`src/rtl/fifo_reader_if.sv`:
```
// FIFO read port and output stream bundle for fifo_reader.
// The master modport is the reader; the slave side is the FIFO plus downstream sink.
interface fifo_reader_if #(
    parameter int unsigned data_width = 8
);
    logic [data_width-1:0] fifo_data;
    logic                  fifo_empty;
    logic                  fifo_rd_en;
    logic [data_width-1:0] out_data;
    logic                  out_valid;
    logic                  out_ready;

    modport master (
        input  fifo_data, fifo_empty, out_ready,
        output fifo_rd_en, out_data, out_valid
    );

    modport slave (
        output fifo_data, fifo_empty, out_ready,
        input  fifo_rd_en, out_data, out_valid
    );
endinterface

```
`src/rtl/fifo_reader.sv`:
```
// Burst reader: pulls len words from a 1-cycle-latency FIFO into a 2-entry
// output buffer and presents them as a valid/ready stream.
module fifo_reader #(
    parameter int unsigned data_width = 8,
    parameter int unsigned addr_width = 8
) (
    input  logic                  clk,
    input  logic                  rst,
    input  logic                  start,
    input  logic [addr_width-1:0] len,
    input  logic                  abort,
    fifo_reader_if.master         bus,
    output logic                  busy,
    output logic                  done,
    output logic [addr_width-1:0] remaining
);

    typedef enum logic [1:0] {S_IDLE, S_RUN, S_DRAIN, S_DONE} state_t;

    state_t                state;
    logic [1:0]            cnt;
    logic                  pending;
    logic [data_width-1:0] head;
    logic [data_width-1:0] tail;
    logic                  pop;
    logic                  rd_en;

    // A read is allowed when buffer plus in-flight word leaves a slot free,
    // where a word retiring this cycle already counts as freed.
    always_comb begin
        pop   = (cnt != 2'd0) && bus.out_ready;
        rd_en = 1'b0;
        if (!rst && state == S_RUN && !abort && !bus.fifo_empty &&
            remaining != '0 &&
            (({1'b0, cnt} + {2'b0, pending}) < (3'd2 + {2'b0, pop})))
            rd_en = 1'b1;
    end

    assign bus.fifo_rd_en = rd_en;
    assign bus.out_valid  = (cnt != 2'd0);
    assign bus.out_data   = head;

    always_ff @(posedge clk or posedge rst) begin
        if (rst) begin
            state     <= S_IDLE;
            cnt       <= '0;
            pending   <= 1'b0;
            head      <= '0;
            tail      <= '0;
            remaining <= '0;
            busy      <= 1'b0;
            done      <= 1'b0;
        end else begin
            pending <= rd_en;
            done    <= 1'b0;

            case ({pop, pending})
                2'b10: begin
                    head <= tail;
                    cnt  <= cnt - 2'd1;
                end
                2'b01: begin
                    if (cnt == 2'd0) head <= bus.fifo_data;
                    else             tail <= bus.fifo_data;
                    cnt <= cnt + 2'd1;
                end
                2'b11: begin
                    if (cnt == 2'd1) begin
                        head <= bus.fifo_data;
                    end else begin
                        head <= tail;
                        tail <= bus.fifo_data;
                    end
                end
                default: ;
            endcase

            case (state)
                S_IDLE: begin
                    if (start) begin
                        busy      <= 1'b1;
                        remaining <= len;
                        if (len == '0) begin
                            state <= S_DONE;
                            done  <= 1'b1;
                        end else begin
                            state <= S_RUN;
                        end
                    end
                end
                S_RUN: begin
                    if (abort) begin
                        state     <= S_IDLE;
                        busy      <= 1'b0;
                        remaining <= '0;
                        cnt       <= '0;
                        pending   <= 1'b0;
                    end else if (rd_en) begin
                        remaining <= remaining - addr_width'(1);
                        if (remaining == addr_width'(1)) state <= S_DRAIN;
                    end
                end
                S_DRAIN: begin
                    if (abort) begin
                        state     <= S_IDLE;
                        busy      <= 1'b0;
                        remaining <= '0;
                        cnt       <= '0;
                        pending   <= 1'b0;
                    end else if (cnt == 2'd0 && !pending) begin
                        state <= S_DONE;
                        done  <= 1'b1;
                    end
                end
                S_DONE: begin
                    state <= S_IDLE;
                    busy  <= 1'b0;
                end
                default: state <= S_IDLE;
            endcase
        end
    end

endmodule

```
`src/flat_wrapper.sv`:
```
// flat-port wrapper written by rule: the top's interface ports become plain ports
module fifo_reader_flat 
#(
    parameter int unsigned data_width = 8,
    parameter int unsigned addr_width = 8
)
  (clk, rst, start, len, abort, busy, done, remaining, bus_fifo_data, bus_fifo_empty, bus_out_ready, bus_fifo_rd_en, bus_out_data, bus_out_valid);
  fifo_reader_if #(.data_width(data_width)) bus_i ();
  input  logic clk;
  input  logic rst;
  input  logic start;
  input  logic [addr_width-1:0] len;
  input  logic abort;
  output logic busy;
  output logic done;
  output logic [addr_width-1:0] remaining;
  input wire logic [$bits(bus_i.fifo_data)-1:0] bus_fifo_data;
  input wire logic [$bits(bus_i.fifo_empty)-1:0] bus_fifo_empty;
  input wire logic [$bits(bus_i.out_ready)-1:0] bus_out_ready;
  output wire logic [$bits(bus_i.fifo_rd_en)-1:0] bus_fifo_rd_en;
  output wire logic [$bits(bus_i.out_data)-1:0] bus_out_data;
  output wire logic [$bits(bus_i.out_valid)-1:0] bus_out_valid;
  assign bus_i.fifo_data = bus_fifo_data;
  assign bus_i.fifo_empty = bus_fifo_empty;
  assign bus_i.out_ready = bus_out_ready;
  assign bus_fifo_rd_en = bus_i.fifo_rd_en;
  assign bus_out_data = bus_i.out_data;
  assign bus_out_valid = bus_i.out_valid;
  fifo_reader #(.data_width(data_width), .addr_width(addr_width)) u_core (.clk(clk), .rst(rst), .start(start), .len(len), .abort(abort), .bus(bus_i), .busy(busy), .done(done), .remaining(remaining));
endmodule
```
`config.mk`:
```
export PLATFORM = sky130hd
export DESIGN_NAME = fifo_reader_flat
export DESIGN_NICKNAME = d
export VERILOG_FILES = /design/src/rtl/fifo_reader_if.sv /design/src/rtl/fifo_reader.sv /design/src/flat_wrapper.sv
export SDC_FILE = /design/constraint.sdc
export NUM_CORES = 1
export LEC_CHECK = 0
export CORE_MARGIN = 3
export CORE_UTILIZATION = 30
export CTS_BUF_LIST = sky130_fd_sc_hd__clkbuf_4 sky130_fd_sc_hd__clkbuf_8
export DETAILED_ROUTE_END_ITERATION = 10
export GPL_TIMING_DRIVEN = 0
export PLACE_DENSITY_LB_ADDON = 0.2
export SKIP_CTS_REPAIR_TIMING = 1
export SLEW_MARGIN = 20
export SYNTH_ARGS = -nofsm -noshare
export SYNTH_HDL_FRONTEND = slang
export SYNTH_SLANG_ARGS = --single-unit
export TNS_END_PERCENT = 30
```
`constraint.sdc`:
```
create_clock -name clk -period 3.2 [get_ports clk]
set_clock_uncertainty 0.15 [all_clocks]
set_input_delay 0.64 -clock clk [delete_from_list [all_inputs] [get_ports clk]]
set_output_delay 0.64 -clock clk [all_outputs]
set_load 0.01 [all_outputs]
```
==> load_flow_metrics.sql <==
INSERT INTO impl_metrics (metric_group, metric, value, unit) VALUES
('status', 'outcome', 'completed', ''),
('synth', 'synth.lib_cells_used.distinct', '33', ''),
('finish', 'drive_gt1_share', '9.79', '%'),
('placed_design', 'place.port_buffers', '41', ''),
('route', 'detail_route.wl_per_cell', '14.1', 'um'),
('hold_path', 'worst_hold_path_type', 'reg2reg', ''),
('finish', 'layout.cells.non_filler', '307', ''),
('route', 'detail_route.wirelength', '4330', 'um'),
('sta', 'rsz0062_at_grt', 'no', ''),
('sta', 'hold_violations', '0', ''),
('placed_design', 'placed_cell_area', '0.00228', 'mm2'),
('sta', 'fmax', '0.339', 'GHz'),
('synth', 'synth_edf_count', '0', ''),
('worst_setup_path', 'cp_cell_sequence', 'inv_1 -> ha_2 -> or3b_1 -> a2111oi_4 -> and3_1 -> dlymetal6s2s_1', ''),
('route', 'vias', '1593', ''),
('synth', 'synth-main-ff-cell', 'dfrtp_1', ''),
('sta', 'finalCriticalPeriod', '2.95', 'ns'),
('sta', 'fin_tns_setup', '0', 'ns'),
('synth', 'postSynthNetCount', '218', ''),
('worst_setup_path', 'timing.critical_path.buf_inv', '2', ''),
('sta', 'finalCritPeriodShare', '92.2', '%'),
('clocking', 'number_of_buffers_between_clock_root_and_the_deepest_sink', '2', ''),
('finish', 'layout.area.seq', '776', 'um2'),
('synth', 'synth.largest_area_cell', 'dfrtp_1', ''),
('worst_setup_path', 'required', '2.41', 'ns'),
('finish', 'nFillCells', '553', ''),
('sta', 'slew_viol_final', '0', ''),
('sta', 'worst_slew_pin_slew', '0.675', 'ns'),
('placed_design', 'dp.cells', '297', ''),
('clocking', 'worstSkewPairLatency', '0.28', 'ns'),
('synth', 'netlist.area_leader.share', '43.6', '%'),
('synth', 'yosysMostFrequentCell', 'dfrtp_1', ''),
('synth', 'synth_common_cells', 'dfrtp_1 (31), o21ai_0 (19), a21oi_1 (16), nand2_1 (14)', ''),
('global_routing', 'grt_first_pass_wirelength', '7530', 'um'),
('global_routing', 'tot_gr_track_use', '13.1', '%'),
('placed_design', 'dp.final_hpwl', '3180', 'um'),
('finish', 'design_area', '0.00240', 'mm2'),
('synth', 'ys_async_sr_fraction', '100', '%'),
('clocking', 'htreeDepth', '2', ''),
('finish', 'multi_input_comb_area', '957', 'um2'),
('worst_setup_path', 'crit_path_top_delay_cell', 'or3b_1', ''),
('clocking', 'tritoncts_num_sinks', '31', ''),
('finish', 'utilization', '42.7', '%'),
('global_routing', 'grt_antenna_before_repair', '0', ''),
('synth', 'netlist_top_cells_area', 'dfrtp_1 (44%), ha_1 (8.4%), o21ai_0 (5.3%), a22oi_1 (5.1%), mux2_2 (5.1%)', ''),
('power_and_ir_drop', 'power.density', '888', 'mW/mm2'),
('die', 'die_y', '83.0', 'um'),
('worst_setup_path', 'ff2ff_setup_slack', '0.35', 'ns'),
('route', 'detail_route.vias_per_cell', '5.19', ''),
('route', 'antenna_violating_nets_post_route', '0', ''),
('worst_setup_path', 'timing.setup.critical_path_class', 'reg2out', ''),
('worst_setup_path', 'crit_family', 'simple AND/OR/NAND/NOR gates', ''),
('die', 'pin_count', '42', ''),
('synth', 'seq_total_area_yosys', '43.6', '%'),
('global_routing', 'pin_count_of_the_biggest_net_entering_global_routing', '32', ''),
('finish', 'final_nets', '269', ''),
('route', 'drt_first_pass_iters', '4', ''),
('power_and_ir_drop', 'vdd_drop_max', '326', 'uV'),
('synth', 'synth.yosys.warnings', '0', ''),
('synth', 'ys_seq_elements', '31', ''),
('finish', 'area.growth.synth_to_final', '34.7', '%'),
('die', 'floorplan.initialDensity', '31.7', '%'),
('power_and_ir_drop', 'p_leak', '1.07', 'nW'),
('die', 'die_width', '83.0', 'um'),
('clocking', 'cts_tree', 'done', ''),
('worst_setup_path', 'cp_max_fo', '7', ''),
('finish', 'antenna-diode-count', '0', ''),
('synth', 'syn-instance-count', '184', ''),
('synth', 'synth_area', '0.00178', 'mm2'),
('clocking', 'cts_root_buffer', 'clkbuf_8', ''),
('route', 'drc', '0', '');
cells in the final DEF, fill, tap and decap left out, drive strengths merged, types with 2 or more instances in the layout:
cell,count
clkbuf,8
nand3,3
o22ai,2
mux2,9
dfrtp,31
nor4,4
inv,10
nor2,11
o31ai,4
nor3,5
o21ai,19
nor2b,8
buf,4
ha,12
a22oi,12
and3,3
a21oi,17
dlymetal6s2s,2
mux2i,2
a2111oi,2
clkdlybuf4s50,39
nand2b,4
nand2,14
logic make-up after synthesis:
| kind of cell | count (synthesis) | share of synthesized area (%) |
|---|---|---|
| DFF | 31 | 43.6 |
| xor gates and xnor gates | 1 | 0.492 |
| muxes | 11 | 7.03 |
| adders and majority gates | 12 | 8.44 |
| AOI/OAI and AO/OA | 62 | 22.6 |
| and+or+nand+nor | 54 | 15.0 |
| buffers and inverters | 13 | 2.74 |
flip-flops by register name (all words and copies together) (netlist names):
signal	cells
u_core.cnt	2
u_core.state	2
u_core.done	1
u_core.busy	1
u_core.bus.out_data	8
u_core.pending	1
u_core.tail	8
u_core.remaining	8
per-layer routing:
| metal | vias to the layer above | share of wire, % | GRT usage, % |
|---|---|---|---|
| li1 | 776 | - | - |
| met1 | 736 | 44 | 16.8 |
| met2 | 72 | 48 | 20.7 |
| met3 | 9 | 6.3 | 3.57 |
| met4 | 0 | 1.5 | 5.35 |
| met5 | - | 0 | 0 |
final cells by class:
cell class,instances,share of cell area (%)
multi-input cells,140,39.9
well taps,72,3.76
clock inverters,1,0.209
clock buffers,6,3.44
inverters,10,1.57
repair buffers,44,18.3
plain buffers,3,0.470
flip-flops and latches,31,32.4
metrics by stage:
step                hold slack (ns)  setup WS (ns)
floorplan                     0.330          0.513
global placement              0.312         -0.444
detailed placement            0.323         -0.472
CTS                           0.338         -0.475
global route                  0.356          0.115
finish                        0.328          0.250
worst register-to-register path, cell delays in order, from the launching register on:
cell and delay [ns]:
dfrtp_1 0.41, inv_1 0.09, ha_2 0.23, or3b_1 0.43, a2111oi_4 0.35, buf_4 0.18, a21oi_2 0.12, a2111o_1 0.47
mux2_4 0.31
power breakdown:
group | internal, mW | switching (mW) | total, mW
combinational | 0.550 | 0.566 | 1.12
clock | 0.169 | 0.146 | 0.314
sequential | 0.560 | 0.139 | 0.699
total | 1.28 | 0.850 | 2.13
worst paths after layout:
| path | startpoint | end | depth (start not counted) |
|---|---|---|---|
| worst max-delay path | u_core.cnt[0]$_DFF_PP0_ | bus_fifo_rd_en | 6 |
| worst min-delay path | u_core.bus.out_data[1]$_DFFE_PP0P_ | u_core.bus.out_data[1]$_DFFE_PP0P_ | 2 |
| worst max register to register | u_core.cnt[0]$_DFF_PP0_ | u_core.state[1]$_DFFE_PP0P_ | 8 |
| worst min register to register | u_core.bus.out_data[1]$_DFFE_PP0P_ | u_core.bus.out_data[1]$_DFFE_PP0P_ | 2 |
| max in group asynchronous | rst | u_core.done$_DFF_PP0_ | 2 |
| min in group asynchronous | rst | u_core.remaining[2]$_DFFE_PP0P_ | 2 |
Power figures use the tool's default switching activity.
